`src/rtl/fifo_hex_display_if.sv`:
```
// Bundle between the FIFO consumer and its environment: FIFO read port,
// enable, four 7-segment digits and word status.
interface fifo_hex_display_if;
  logic        enable;
  logic        fifo_rdreq;
  logic [15:0] fifo_q;
  logic        fifo_empty;
  logic [6:0]  hex0;
  logic [6:0]  hex1;
  logic [6:0]  hex2;
  logic [6:0]  hex3;
  logic        word_valid;
  logic [7:0]  word_count;

  modport master (
    output enable, fifo_q, fifo_empty,
    input  fifo_rdreq, hex0, hex1, hex2, hex3, word_valid, word_count
  );

  modport slave (
    input  enable, fifo_q, fifo_empty,
    output fifo_rdreq, hex0, hex1, hex2, hex3, word_valid, word_count
  );
endinterface

```
`src/rtl/fifo_hex_display.sv`:
```
// Pops 16-bit words from a normal-mode FIFO and shows each one on four hex
// digits for HOLD_PERIOD ms before fetching the next.
module fifo_hex_display #(
  parameter int unsigned CLK_FREQ       = 50000000,
  parameter int unsigned HOLD_PERIOD    = 1000,
  parameter bit          SEG_ACTIVE_LOW = 1'b1
) (
  input  logic              clock,
  input  logic              rstn,
  fifo_hex_display_if.slave bus_io
);
  localparam longint unsigned HOLD_RAW   = (64'(CLK_FREQ) / 64'd1000) * 64'(HOLD_PERIOD);
  localparam longint unsigned HOLD_TICKS = (HOLD_RAW == 64'd0) ? 64'd1 : HOLD_RAW;
  localparam int              CNT_W      = $clog2(HOLD_TICKS) + 1;
  localparam logic [CNT_W-1:0] HOLD_LAST = CNT_W'(HOLD_TICKS - 64'd1);

  typedef enum logic [1:0] {
    ST_IDLE    = 2'd0,
    ST_REQ     = 2'd1,
    ST_CAPTURE = 2'd2,
    ST_HOLD    = 2'd3
  } state_t;

  state_t           state_q, state_d;
  logic             rdreq_q, rdreq_d;
  logic [15:0]      data_q, data_d;
  logic             valid_q, valid_d;
  logic [7:0]       count_q, count_d;
  logic [CNT_W-1:0] hold_q, hold_d;

  // Active-low glyph for one nibble.
  function automatic logic [6:0] seg_code_low(input logic [3:0] nib);
    logic [6:0] code;
    case (nib)
      4'h0: code = 7'h40;
      4'h1: code = 7'h79;
      4'h2: code = 7'h24;
      4'h3: code = 7'h30;
      4'h4: code = 7'h19;
      4'h5: code = 7'h12;
      4'h6: code = 7'h02;
      4'h7: code = 7'h78;
      4'h8: code = 7'h00;
      4'h9: code = 7'h10;
      4'hA: code = 7'h08;
      4'hB: code = 7'h03;
      4'hC: code = 7'h46;
      4'hD: code = 7'h21;
      4'hE: code = 7'h06;
      4'hF: code = 7'h0E;
      default: code = 7'h7F;
    endcase
    return code;
  endfunction

  function automatic logic [6:0] seg_out(input logic [3:0] nib, input logic show);
    logic [6:0] low;
    if (show) begin
      low = seg_code_low(nib);
    end else begin
      low = 7'h7F;
    end
    return SEG_ACTIVE_LOW ? low : ~low;
  endfunction

  // State and datapath registers with synchronous active-low reset.
  always_ff @(posedge clock) begin
    if (!rstn) begin
      state_q <= ST_IDLE;
      rdreq_q <= 1'b0;
      data_q  <= 16'h0000;
      valid_q <= 1'b0;
      count_q <= 8'h00;
      hold_q  <= '0;
    end else begin
      state_q <= state_d;
      rdreq_q <= rdreq_d;
      data_q  <= data_d;
      valid_q <= valid_d;
      count_q <= count_d;
      hold_q  <= hold_d;
    end
  end

  // Next-state logic; enable and empty are only looked at in IDLE.
  always_comb begin
    state_d = state_q;
    rdreq_d = 1'b0;
    data_d  = data_q;
    valid_d = valid_q;
    count_d = count_q;
    hold_d  = hold_q;
    case (state_q)
      ST_IDLE: begin
        if (bus_io.enable && !bus_io.fifo_empty) begin
          rdreq_d = 1'b1;
          state_d = ST_REQ;
        end else begin
          state_d = ST_IDLE;
        end
      end
      ST_REQ: begin
        state_d = ST_CAPTURE;
      end
      ST_CAPTURE: begin
        data_d  = bus_io.fifo_q;
        valid_d = 1'b1;
        count_d = count_q + 8'd1;
        hold_d  = '0;
        state_d = ST_HOLD;
      end
      ST_HOLD: begin
        if (hold_q == HOLD_LAST) begin
          hold_d  = '0;
          state_d = ST_IDLE;
        end else begin
          hold_d  = hold_q + CNT_W'(1'b1);
          state_d = ST_HOLD;
        end
      end
      default: begin
        state_d = ST_IDLE;
      end
    endcase
  end

  assign bus_io.fifo_rdreq = rdreq_q;
  assign bus_io.word_valid = valid_q;
  assign bus_io.word_count = count_q;
  assign bus_io.hex0       = seg_out(data_q[3:0],   valid_q);
  assign bus_io.hex1       = seg_out(data_q[7:4],   valid_q);
  assign bus_io.hex2       = seg_out(data_q[11:8],  valid_q);
  assign bus_io.hex3       = seg_out(data_q[15:12], valid_q);
endmodule
```
`src/flat_wrapper.sv`:
```
// flat-port wrapper written by rule: the top's interface ports become plain ports
module fifo_hex_display_flat 
#(
  parameter int unsigned CLK_FREQ       = 50000000,
  parameter int unsigned HOLD_PERIOD    = 1000,
  parameter bit          SEG_ACTIVE_LOW = 1'b1
)
  (clock, rstn, bus_io_enable, bus_io_fifo_q, bus_io_fifo_empty, bus_io_fifo_rdreq, bus_io_hex0, bus_io_hex1, bus_io_hex2, bus_io_hex3, bus_io_word_valid, bus_io_word_count);
  fifo_hex_display_if bus_io_i ();
  input  logic clock;
  input  logic rstn;
  input wire logic [$bits(bus_io_i.enable)-1:0] bus_io_enable;
  input wire logic [$bits(bus_io_i.fifo_q)-1:0] bus_io_fifo_q;
  input wire logic [$bits(bus_io_i.fifo_empty)-1:0] bus_io_fifo_empty;
  output wire logic [$bits(bus_io_i.fifo_rdreq)-1:0] bus_io_fifo_rdreq;
  output wire logic [$bits(bus_io_i.hex0)-1:0] bus_io_hex0;
  output wire logic [$bits(bus_io_i.hex1)-1:0] bus_io_hex1;
  output wire logic [$bits(bus_io_i.hex2)-1:0] bus_io_hex2;
  output wire logic [$bits(bus_io_i.hex3)-1:0] bus_io_hex3;
  output wire logic [$bits(bus_io_i.word_valid)-1:0] bus_io_word_valid;
  output wire logic [$bits(bus_io_i.word_count)-1:0] bus_io_word_count;
  assign bus_io_i.enable = bus_io_enable;
  assign bus_io_i.fifo_q = bus_io_fifo_q;
  assign bus_io_i.fifo_empty = bus_io_fifo_empty;
  assign bus_io_fifo_rdreq = bus_io_i.fifo_rdreq;
  assign bus_io_hex0 = bus_io_i.hex0;
  assign bus_io_hex1 = bus_io_i.hex1;
  assign bus_io_hex2 = bus_io_i.hex2;
  assign bus_io_hex3 = bus_io_i.hex3;
  assign bus_io_word_valid = bus_io_i.word_valid;
  assign bus_io_word_count = bus_io_i.word_count;
  fifo_hex_display #(.CLK_FREQ(CLK_FREQ), .HOLD_PERIOD(HOLD_PERIOD), .SEG_ACTIVE_LOW(SEG_ACTIVE_LOW)) u_core (.clock(clock), .rstn(rstn), .bus_io(bus_io_i));
endmodule
```
`config.mk`:
```
export PLATFORM = sky130hd
export DESIGN_NAME = fifo_hex_display_flat
export DESIGN_NICKNAME = d
export VERILOG_FILES = /design/src/rtl/fifo_hex_display_if.sv /design/src/rtl/fifo_hex_display.sv /design/src/flat_wrapper.sv
export SDC_FILE = /design/constraint.sdc
export NUM_CORES = 1
export LEC_CHECK = 0
export ABC_AREA = 1
export CORE_ASPECT_RATIO = 1.4
export CORE_UTILIZATION = 56
export CTS_CLUSTER_SIZE = 8
export DETAILED_ROUTE_END_ITERATION = 16
export PLACE_DENSITY = 0.9
export SLEW_MARGIN = 20
export SYNTH_ARGS = -nofsm -noshare
export SYNTH_HDL_FRONTEND = slang
export SYNTH_SLANG_ARGS = --single-unit
```
`constraint.sdc`:
```
create_clock -name clock -period 2.1 [get_ports clock]
set_input_delay 0.21 -clock clock [delete_from_list [all_inputs] [get_ports clock]]
set_output_delay 0.21 -clock clock [all_outputs]
set_load 0.03 [all_outputs]
```
Word level (Yosys, flattened, before mapping). Memories as Yosys holds them, arrays and structs flattened. A register that Yosys moved wholly into a read port is not among the register bits. Index checks and enable logic that the tools add are counted.

Register bits: 55. Memory bits (read-only): 448. Input bits: 20. Output and inout bits: 38. Word-level logic and storage cells: 39. Memories: 4.

$add $sub $neg: 2. Equal/unequal tests: 4. Muxes and demuxes: 18. Reductions and logical operators: 5.

Memories: (name not given) (words 16, bits a word 7, rd ports 1, clocked after Yosys merged registers in 1, write ports 0, RTL line fifo_hex_display.sv:34) `case (nib)`; (name not given) (words 16, bits a word 7, rd ports 1, clocked after Yosys merged registers in 1, write ports 0, RTL line fifo_hex_display.sv:34); (name not given) (words 16, bits a word 7, rd ports 1, clocked after Yosys merged registers in 1, write ports 0, RTL line fifo_hex_display.sv:34); (name not given) (words 16, bits a word 7, rd ports 1, clocked after Yosys merged registers in 1, write ports 0, RTL line fifo_hex_display.sv:34).

Operators by type and width (count): case mux 27 bit (2 select lines) (1); two-way mux 4 bit (8); two-way mux 7 bit (4); adder 27 x 1 -> 27 bit, second input constant (1); == test 27 x 26 -> 1 bit, second input constant (1); two-way mux 27 bit (1); adder 8 x 1 -> 8 bit, second input constant (1); case mux 2 bit (4 select lines) (1); == test 2 bit, second input constant (2); == test 2 x 1 -> 1 bit, second input constant (1); logical NOT 2 bit (1); two-way mux 1 bit (2); two-way mux 2 bit (1); AND reduction 2 bit (1); nonzero test 2 bit (1); logical AND 1 bit (1); logical NOT 1 bit (1).

Longest topological paths before layout. Gate-level depths: netlist (run 1).

Word-level depth: 4. Mapped depth: 12. Mapped depth without buffers: 11.

Least setup slack after synthesis (run 1). OpenSTA, ideal clock, no wires.

Path kind: register to register. Start point: register u_core.state_q[0]. End point: register with a tool-made name. Library setup time: 0.070 ns. Arrival: 1.648 ns. Required time: 2.030 ns. Setup slack: 0.382 ns. Stages on the path, launching flop included: 10. Path buffers: 1. Clock period less this slack: 1.718 ns. Cell sequence: dfxtp_1 inv_2 nand2_2 buf_6 or2_1 nand3_2 inv_2 ha_1 o21ai_0 a21boi_1.

RTL lines: start, declared (RTL line fifo_hex_display.sv:24) `state_t state_q, state_d;`; start signal, assigned (RTL line fifo_hex_display.sv:76) `state_q <= state_d;`.

Worst setup path in the final report (run 1).
Start point: register u_core.valid_q (netlist: u_core.bus_io.word_valid). End point: output bus_io_hex3[1].

Longest elaborated chain between the ends: 1.

Ends and longest elaborated chain: start, declared (RTL line fifo_hex_display.sv:27) `logic valid_q, valid_d;`; start signal, assigned (RTL line fifo_hex_display.sv:79) `valid_q <= valid_d;`; two-way mux 7 bit (RTL line fifo_hex_display.sv:58) `if (show) begin`; end, declared (RTL line flat_wrapper.sv:19) `output wire logic [$bits(bus_io_i.hex3)-1:0] bus_io_hex3;`.

No other way between the ends.

==> impl_metrics.json, run 1 <==
{
  "wl_met2_mm": 5.75,
  "fmax_mhz": 504,
  "holdPathEnd": "u_core.bus_io.word_count[7]$_SDFFE_PN0P_",
  "dp_slack_ns": -0.0585,
  "drt_first_pass_iters": 8,
  "grt_usage_pct": 25.6,
  "setup_viol": 0,
  "grt_pass1_vias": 4083,
  "syn_nets": 703,
  "synth_compound_area_share_pct": 10.4,
  "outcome": "completed",
  "path_class": "reg -> out",
  "syn2layout_area_growth_pct": 19.1,
  "nets": 769,
  "critPathLaunchType": "register",
  "gp_congestion": 0.914,
  "clockBufferDepth": 2,
  "synthAdderAreaFrac_pct": 7.11,
  "hp-class": "reg -> reg",
  "worst_slack_ns": 0.116,
  "hold_path.startpoint": "u_core.bus_io.word_count[7]$_SDFFE_PN0P_",
  "clk_pin_slew_worst_paths_ns": 0.08,
  "die_area_um2": 8540,
  "cts_tree": "done",
  "drt-total-wl_mm": 10.6,
  "r2r_setup_slack_ns": 0.16,
  "port_buffers": 57,
  "final_core_util_pct": 69.5,
  "fillerInstances": 596,
  "worstPathArrival_ns": 1.77,
  "final-max-slew-violation-count": 0,
  "core-area_um2": 7850,
  "yosysSeqAreaShare_pct": 36.3,
  "place_inst": 808,
  "synth_top_family_by_area": "simple AND/OR/NAND/NOR gates",
  "routed.top_layer": "met4",
  "syn_inst": 657,
  "diodes": 0,
  "cap_violations": 0,
  "final_area_um2": 5450,
  "rows": 38,
  "hold_violations": 0,
  "ys_types": 34,
  "grt.overflow.total": 0,
  "drive_above_1_share_pct": 15.4,
  "p_leak_nw": 2.33,
  "place_area_um2": 5280,
  "reg2reg_from": "u_core.state_q[0]$_SDFF_PN0_",
  "start_util_pct": 58.3,
  "io_pins": 58,
  "clock_sinks": 83,
  "post_drt_via_cell_ratio": 5.31,
  "antenna_found_initial": 0,
  "synth.avg_cell_area_um2": 6.96,
  "totalPowerFinal_w": 0.00375,
  "period_share_pct": 94.5,
  "yosys_warnings": 0,
  "first_iter_violations": 292,
  "fin_crit_ns": 1.98,
  "dr_wl_met3_um": 503,
  "power_density_nw_per_um2": 688,
  "grt_max_degree": 30,
  "max-vdd-ir-drop_mv": 0.661,
  "cp-end-kind": "output port",
  "rr_worst_depth": 8,
  "die_y_um": 109,
  "worstMarginPinSlew_ns": 0.364,
  "hold_buffers": 0,
  "dpl.hpwl_mm": 7.65,
  "avgRoutedWirePerCell_um": 12.8,
  "cts_buffers": 9,
  "holdPathStages": 2,
  "synthesis.area_um2": 4570,
  "clock-skew-final_ns": 0.00776,
  "required_ns": 1.89,
  "htree_levels": 3,
  "antenna_left": 0,
  "synth.area.mux_share_pct": 0,
  "finalNonFillerCells": 827,
  "synth-simple-area-share_pct": 36.2,
  "die_w_um": 78.4,
  "drc": 0,
  "rsz0062_at_grt": "false",
  "ys_ff_latch": 83,
  "relSlewSlack_pct": 75.7,
  "vias": 4390,
  "grt_pass1_wl_mm": 17.3,
  "wl_met1_mm": 4.11,
  "crit_path_max_fanout": 8,
  "synth_xor_xnor_area_share_pct": 1.91,
  "ctsRootBufferMaster": "clkbuf_8",
  "insertion_delay_ns": 0.36
}
-- metal layers --
| layer | vias to the layer above | track usage (%) |
|---|---|---|
| met5 | - | 0 |
| met4 | 0 | 11.9 |
| met3 | 19 | 5.19 |
| met2 | 140 | 47.8 |
| met1 | 2036 | 27.5 |
| li1 | 2195 | - |
-- cell usage after synthesis --
cell,n,share of area (%)
a21boi_1,4,0.66
a21o_1,1,0.16
a21oi_1,34,3.7
a31oi_1,1,0.14
buf_2,3,0.33
buf_6,3,0.74
clkbuf_1,9,0.74
clkinv_1,1,0.082
clkinv_2,7,0.77
dfxtp_1,83,36
ha_1,26,7.1
inv_1,58,4.8
inv_2,8,0.66
nand2_1,177,15
nand2_2,15,2.1
nand3_1,37,4.0
nand3_2,5,1.1
nand3b_1,1,0.16
nand4_1,10,1.4
nor2_1,65,5.3
nor2_2,9,1.2
nor2_4,1,0.25
nor2_8,1,0.44
nor3_1,3,0.33
nor3_2,2,0.44
o21a_1,3,0.49
o21ai_0,23,2.5
o21ai_1,16,1.8
o21ai_2,5,0.96
or2_0,1,0.14
or2_1,3,0.41
or2_2,32,4.4
xnor2_1,1,0.19
xor2_1,9,1.7
-- final cells by class --
class | count | area, um2 | share of cell area [%]
clock buffers | 12 | 145 | 2.66
flip-flops and latches | 83 | 1660 | 30.5
well taps | 100 | 125 | 2.30
inverters | 74 | 287 | 5.26
clock inverters | 3 | 15.0 | 0.276
repair buffers | 70 | 666 | 12.2
multi-input cells | 485 | 2550 | 46.8
-- cell usage in the layout, fill, tap and decap left out --
master / n
a21boi_1: 4
a21o_1: 1
a21oi_1: 34
a31oi_1: 1
buf_12: 2
buf_4: 11
clkbuf_1: 2
clkbuf_8: 10
clkdlybuf4s50_1: 35
clkinv_1: 1
clkinv_2: 10
dfxtp_1: 82
dfxtp_2: 1
dlygate4sd2_1: 22
ha_1: 26
inv_1: 58
inv_2: 8
nand2_1: 177
nand2_2: 14
nand2_4: 1
nand3_1: 37
nand3_2: 5
nand3b_1: 1
nand4_1: 10
nor2_1: 65
nor2_2: 9
nor2_4: 1
nor2_8: 1
nor3_1: 3
nor3_2: 2
o21a_1: 3
o21ai_0: 23
o21ai_1: 16
o21ai_2: 5
or2_0: 1
or2_1: 3
or2_2: 32
xnor2_1: 1
xor2_1: 9
-- worst max-delay path, cell delays in order, from the launching register on --
cell	delay (ns)
dfxtp_1	0.37
inv_1	0.15
or2_2	0.31
clkdlybuf4s50_1	0.59
-- how the worst max path moves through the flow --
stage                                                     start             end  slack (ns)
after CTS                          u_core.state_q[0]$_SDFF_PN0_        register        0.08
after detailed placement                                   rstn        register       -0.06
after global routing               u_core.state_q[0]$_SDFF_PN0_        register        0.05
after global placement                                     rstn        register        0.08
final                     u_core.bus_io.word_valid$_SDFFE_PN0P_  bus_io_hex3[1]        0.12
after floorplan                    u_core.state_q[0]$_SDFF_PN0_        register        0.38
-- cells by family (layout without fill, tap and decap cells) --
kind of cell | count (synthesis) | in the layout
buffers and inverters | 89 | 159
DFF | 83 | 83
and+or+nand+nor | 362 | 362
xor gates and xnor gates | 10 | 10
AOI/OAI and AO/OA | 87 | 87
adders and majority gates | 26 | 26
-- power breakdown --
group | total, W | internal (W) | switching, W
Combinational | 0.000959 | 0.000363 | 0.000597
Sequential | 0.00179 | 0.00173 | 0.0000526
Clock | 0.00100 | 0.000451 | 0.000552
-- repair_timing --
item / in CTS / in global routing
endpoints found under the setup margin: 22 / 6
resized for setup: 22 / 2
buffers inserted: 0 / 4
pin swaps: 0 / 1
-- metrics by stage --
step | hold WS (ns) | setup TNS [ns]
after floorplan | 0.379 | 0
after global placement | 0.449 | 0
after detailed placement | 0.460 | -0.107
after CTS | 0.457 | 0
after global routing | 0.491 | 0
final | 0.468 | 0
Power figures use the tool's default switching activity.
==> run 2: changes to the inputs <==
--- a/config.mk
+++ b/config.mk
@@ -5,7 +5,7 @@
 export SDC_FILE = /design/constraint.sdc
 export NUM_CORES = 1
 export LEC_CHECK = 0
-export ABC_AREA = 1
+export ABC_AREA = 0
 export CORE_ASPECT_RATIO = 1.4
 export CORE_UTILIZATION = 56
 export CTS_CLUSTER_SIZE = 8
==> impl_metrics.json, run 2 <==
{
  "ctsRootBufferMaster": "clkbuf_8",
  "cts_buffers": 9,
  "rr_worst_depth": 7,
  "synth_edf_count": 0,
  "nets": 610,
  "place_inst": 648,
  "yosys-top-cells-count": "83 x dfxtp_1, 39 x nand2b_1, 31 x mux2i_1",
  "die_area_um2": 8340,
  "synthesis.area_um2": 4460,
  "synth_most_common_cell": "dfxtp_1",
  "fin_crit_ns": 2.04,
  "holdPathStages": 2,
  "period_share_pct": 97.2,
  "final-max-slew-violation-count": 0,
  "io_pins": 58,
  "tns_ns": 0,
  "fmax_mhz": 490,
  "synth_top_area_share_pct": 37.2,
  "critPathMaxStageDelay_ns": 0.49,
  "crit_path_max_fanout": 7,
  "required_ns": 2.34,
  "grt.overflow.total": 0,
  "antenna_left": 0,
  "diodes": 0,
  "final_area_um2": 5680,
  "first_iter_violations": 268,
  "drive_above_1_share_pct": 18.8,
  "worstPathArrival_ns": 2.28,
  "synth_xor_xnor_area_share_pct": 1.57,
  "die_w_um": 77.5,
  "grt_max_degree": 24,
  "worstMarginPinSlew_ns": 0.486,
  "setup_viol": 0,
  "die_y_um": 108,
  "hold_violations": 0,
  "holdPathEnd": "u_core.bus_io.fifo_rdreq$_SDFF_PN0_",
  "synth-simple-area-share_pct": 24.4,
  "synthAdderAreaFrac_pct": 7.29,
  "hold_path.startpoint": "bus_io_fifo_empty",
  "ys_ff_latch": 83,
  "core-area_um2": 7750,
  "critPathMostFrequentCell": "nor2b_4",
  "synth_compound_area_share_pct": 13.2,
  "yosys_warnings": 0,
  "drt-total-wl_mm": 10.5,
  "cts_tree": "done",
  "power_density_nw_per_um2": 655,
  "grt_usage_pct": 26.1,
  "grt_pass1_wl_mm": 17.0,
  "synth_top_family_by_area": "simple AND/OR/NAND/NOR gates",
  "htree_levels": 3,
  "synthArstFlopShare_pct": 0,
  "max-vdd-ir-drop_mv": 0.660,
  "whs_ns": 0.448,
  "synth.avg_cell_area_um2": 9.28,
  "cap_violations": 0,
  "reg2reg_from": "u_core.state_q[1]$_SDFF_PN0_",
  "vias": 3827,
  "synth.area.mux_share_pct": 10.2,
  "drt_first_pass_iters": 5,
  "post_drt_via_cell_ratio": 5.72,
  "outcome": "completed",
  "antenna_found_initial": 0,
  "syn_inst": 481,
  "r2r_setup_slack_ns": 0.06,
  "clk_pin_slew_worst_paths_ns": 0.08,
  "layout_commonest_cell": "dfxtp_1",
  "yosysSeqAreaShare_pct": 37.2,
  "hold_buffers": 0,
  "syn_nets": 527,
  "clockBufferDepth": 2,
  "relSlewSlack_pct": 67.3,
  "clock-skew-final_ns": 0.00940,
  "start_util_pct": 57.6,
  "dpl.hpwl_mm": 7.70,
  "place_area_um2": 5410,
  "port_buffers": 57,
  "hp-class": "in -> reg",
  "syn2layout_area_growth_pct": 27.2,
  "cp-end-kind": "register",
  "final_cell_mix": "80 x dfxtp_1, 57 x clkdlybuf4s50_1, 38 x nand2b_1, 37 x buf_4, 27 x nand2_1",
  "synth-main-ff-cell": "dfxtp_1",
  "cp_slowest_cell": "mux4_2",
  "gp_congestion": 0.864,
  "clock_sinks": 83,
  "synth_top_cell_by_area": "dfxtp_1",
  "avgRoutedWirePerCell_um": 15.7,
  "finalNonFillerCells": 669,
  "synth_area_leaders": "dfxtp_1 37%, ha_1 7.3%, mux2i_1 7.0%, nand2b_1 5.5%, nor2b_1 2.8%",
  "drc": 0,
  "p_leak_nw": 2.17,
  "insertion_delay_ns": 0.36,
  "rows": 38,
  "crit_chain": "nor2b_4 > buf_12 > mux2i_4 > nor2b_4 > buf_4 > ha_1 > mux4_2",
  "critPathLaunchType": "register",
  "ys_types": 66,
  "grt_pass1_vias": 3769,
  "path_class": "reg -> reg"
}
run 2: logic make-up (layout without fill, tap and decap cells):
family	after synthesis	count (layout)
fa+ha+maj	26	26
xor+xnor	8	8
mux	40	40
compound gates	89	89
flops	83	83
simple gates	179	179
buf+inv	56	144
run 2: worst max-delay path: cells and delay by family, from the launching register on:
| kind | cells | cell delay (ns) |
|---|---|---|
| simple gates | 2 | 0.28 |
| flops | 1 | 0.33 |
| buf+inv | 2 | 0.32 |
| mux | 2 | 0.76 |
| fa+ha+maj | 1 | 0.22 |
run 2: routing by layer:
| metal | part of all wire, % | wire length (um) | track usage (%) | vias up |
|---|---|---|---|---|
| li1 | - | - | - | 1852 |
| met1 | 38 | 3960 | 25.5 | 1821 |
| met2 | 55 | 5810 | 50.3 | 119 |
| met3 | 3.7 | 386 | 3.90 | 35 |
| met4 | 3.3 | 342 | 16.8 | 0 |
| met5 | 0 | 0 | 0 | - |
run 2: area by class of cell:
| class | count | area [um2] |
|---|---|---|
| clock buffer | 11 | 141 |
| clock inverter | 5 | 52.6 |
| fill | 537 | 2070 |
| inverter | 31 | 119 |
| multi-input combinational | 342 | 2660 |
| sequential | 83 | 1670 |
| tap | 100 | 125 |
| timing repair buffer | 97 | 913 |
run 2: how the worst max path moves through the flow:
stage | startpoint | to | slack, ns | depth (start not counted)
final | u_core.state_q[1]$_SDFF_PN0_ | register | 0.06 | 7
after global routing | u_core.hold_q[0]$_SDFFE_PN0P_ | u_core.hold_q[11]$_SDFFE_PN0P_ | -0.01 | 6
after CTS | u_core.state_q[1]$_SDFF_PN0_ | register | 0.03 | 7
after detailed placement | u_core.state_q[1]$_SDFF_PN0_ | register | 0.05 | 7
after global placement | rstn | register | 0.08 | 6
after floorplan | u_core.state_q[1]$_SDFF_PN0_ | register | 0.02 | 9
run 2: where the power goes:
group | switching, W | total [W] | leakage (nW) | internal (W)
Combinational | 0.000456 | 0.000874 | 1.39 | 0.000418
Sequential | 0.0000307 | 0.00170 | 0.675 | 0.00167
Clock | 0.000573 | 0.00115 | 0.0991 | 0.000576
Total | 0.00106 | 0.00372 | 2.17 | 0.00266
run 2: timing repair:
action	4_1_cts	5_1_grt
setup buffers	0	4
setup endpoints to repair	0	10
resized for setup	0	6
hold endpoints to repair	0	0
run 2: stage by stage:
stage          setup slack [ns]  total power [W]  utilization, %
2_1_floorplan            0.0213          0.00228               -
3_3_place_gp             0.0849          0.00254            69.8
3_5_place_dp             0.0467          0.00257            69.8
4_1_cts                  0.0284          0.00371            72.3
5_1_grt                 -0.0108          0.00388            73.3
6_report                 0.0580          0.00372            73.3
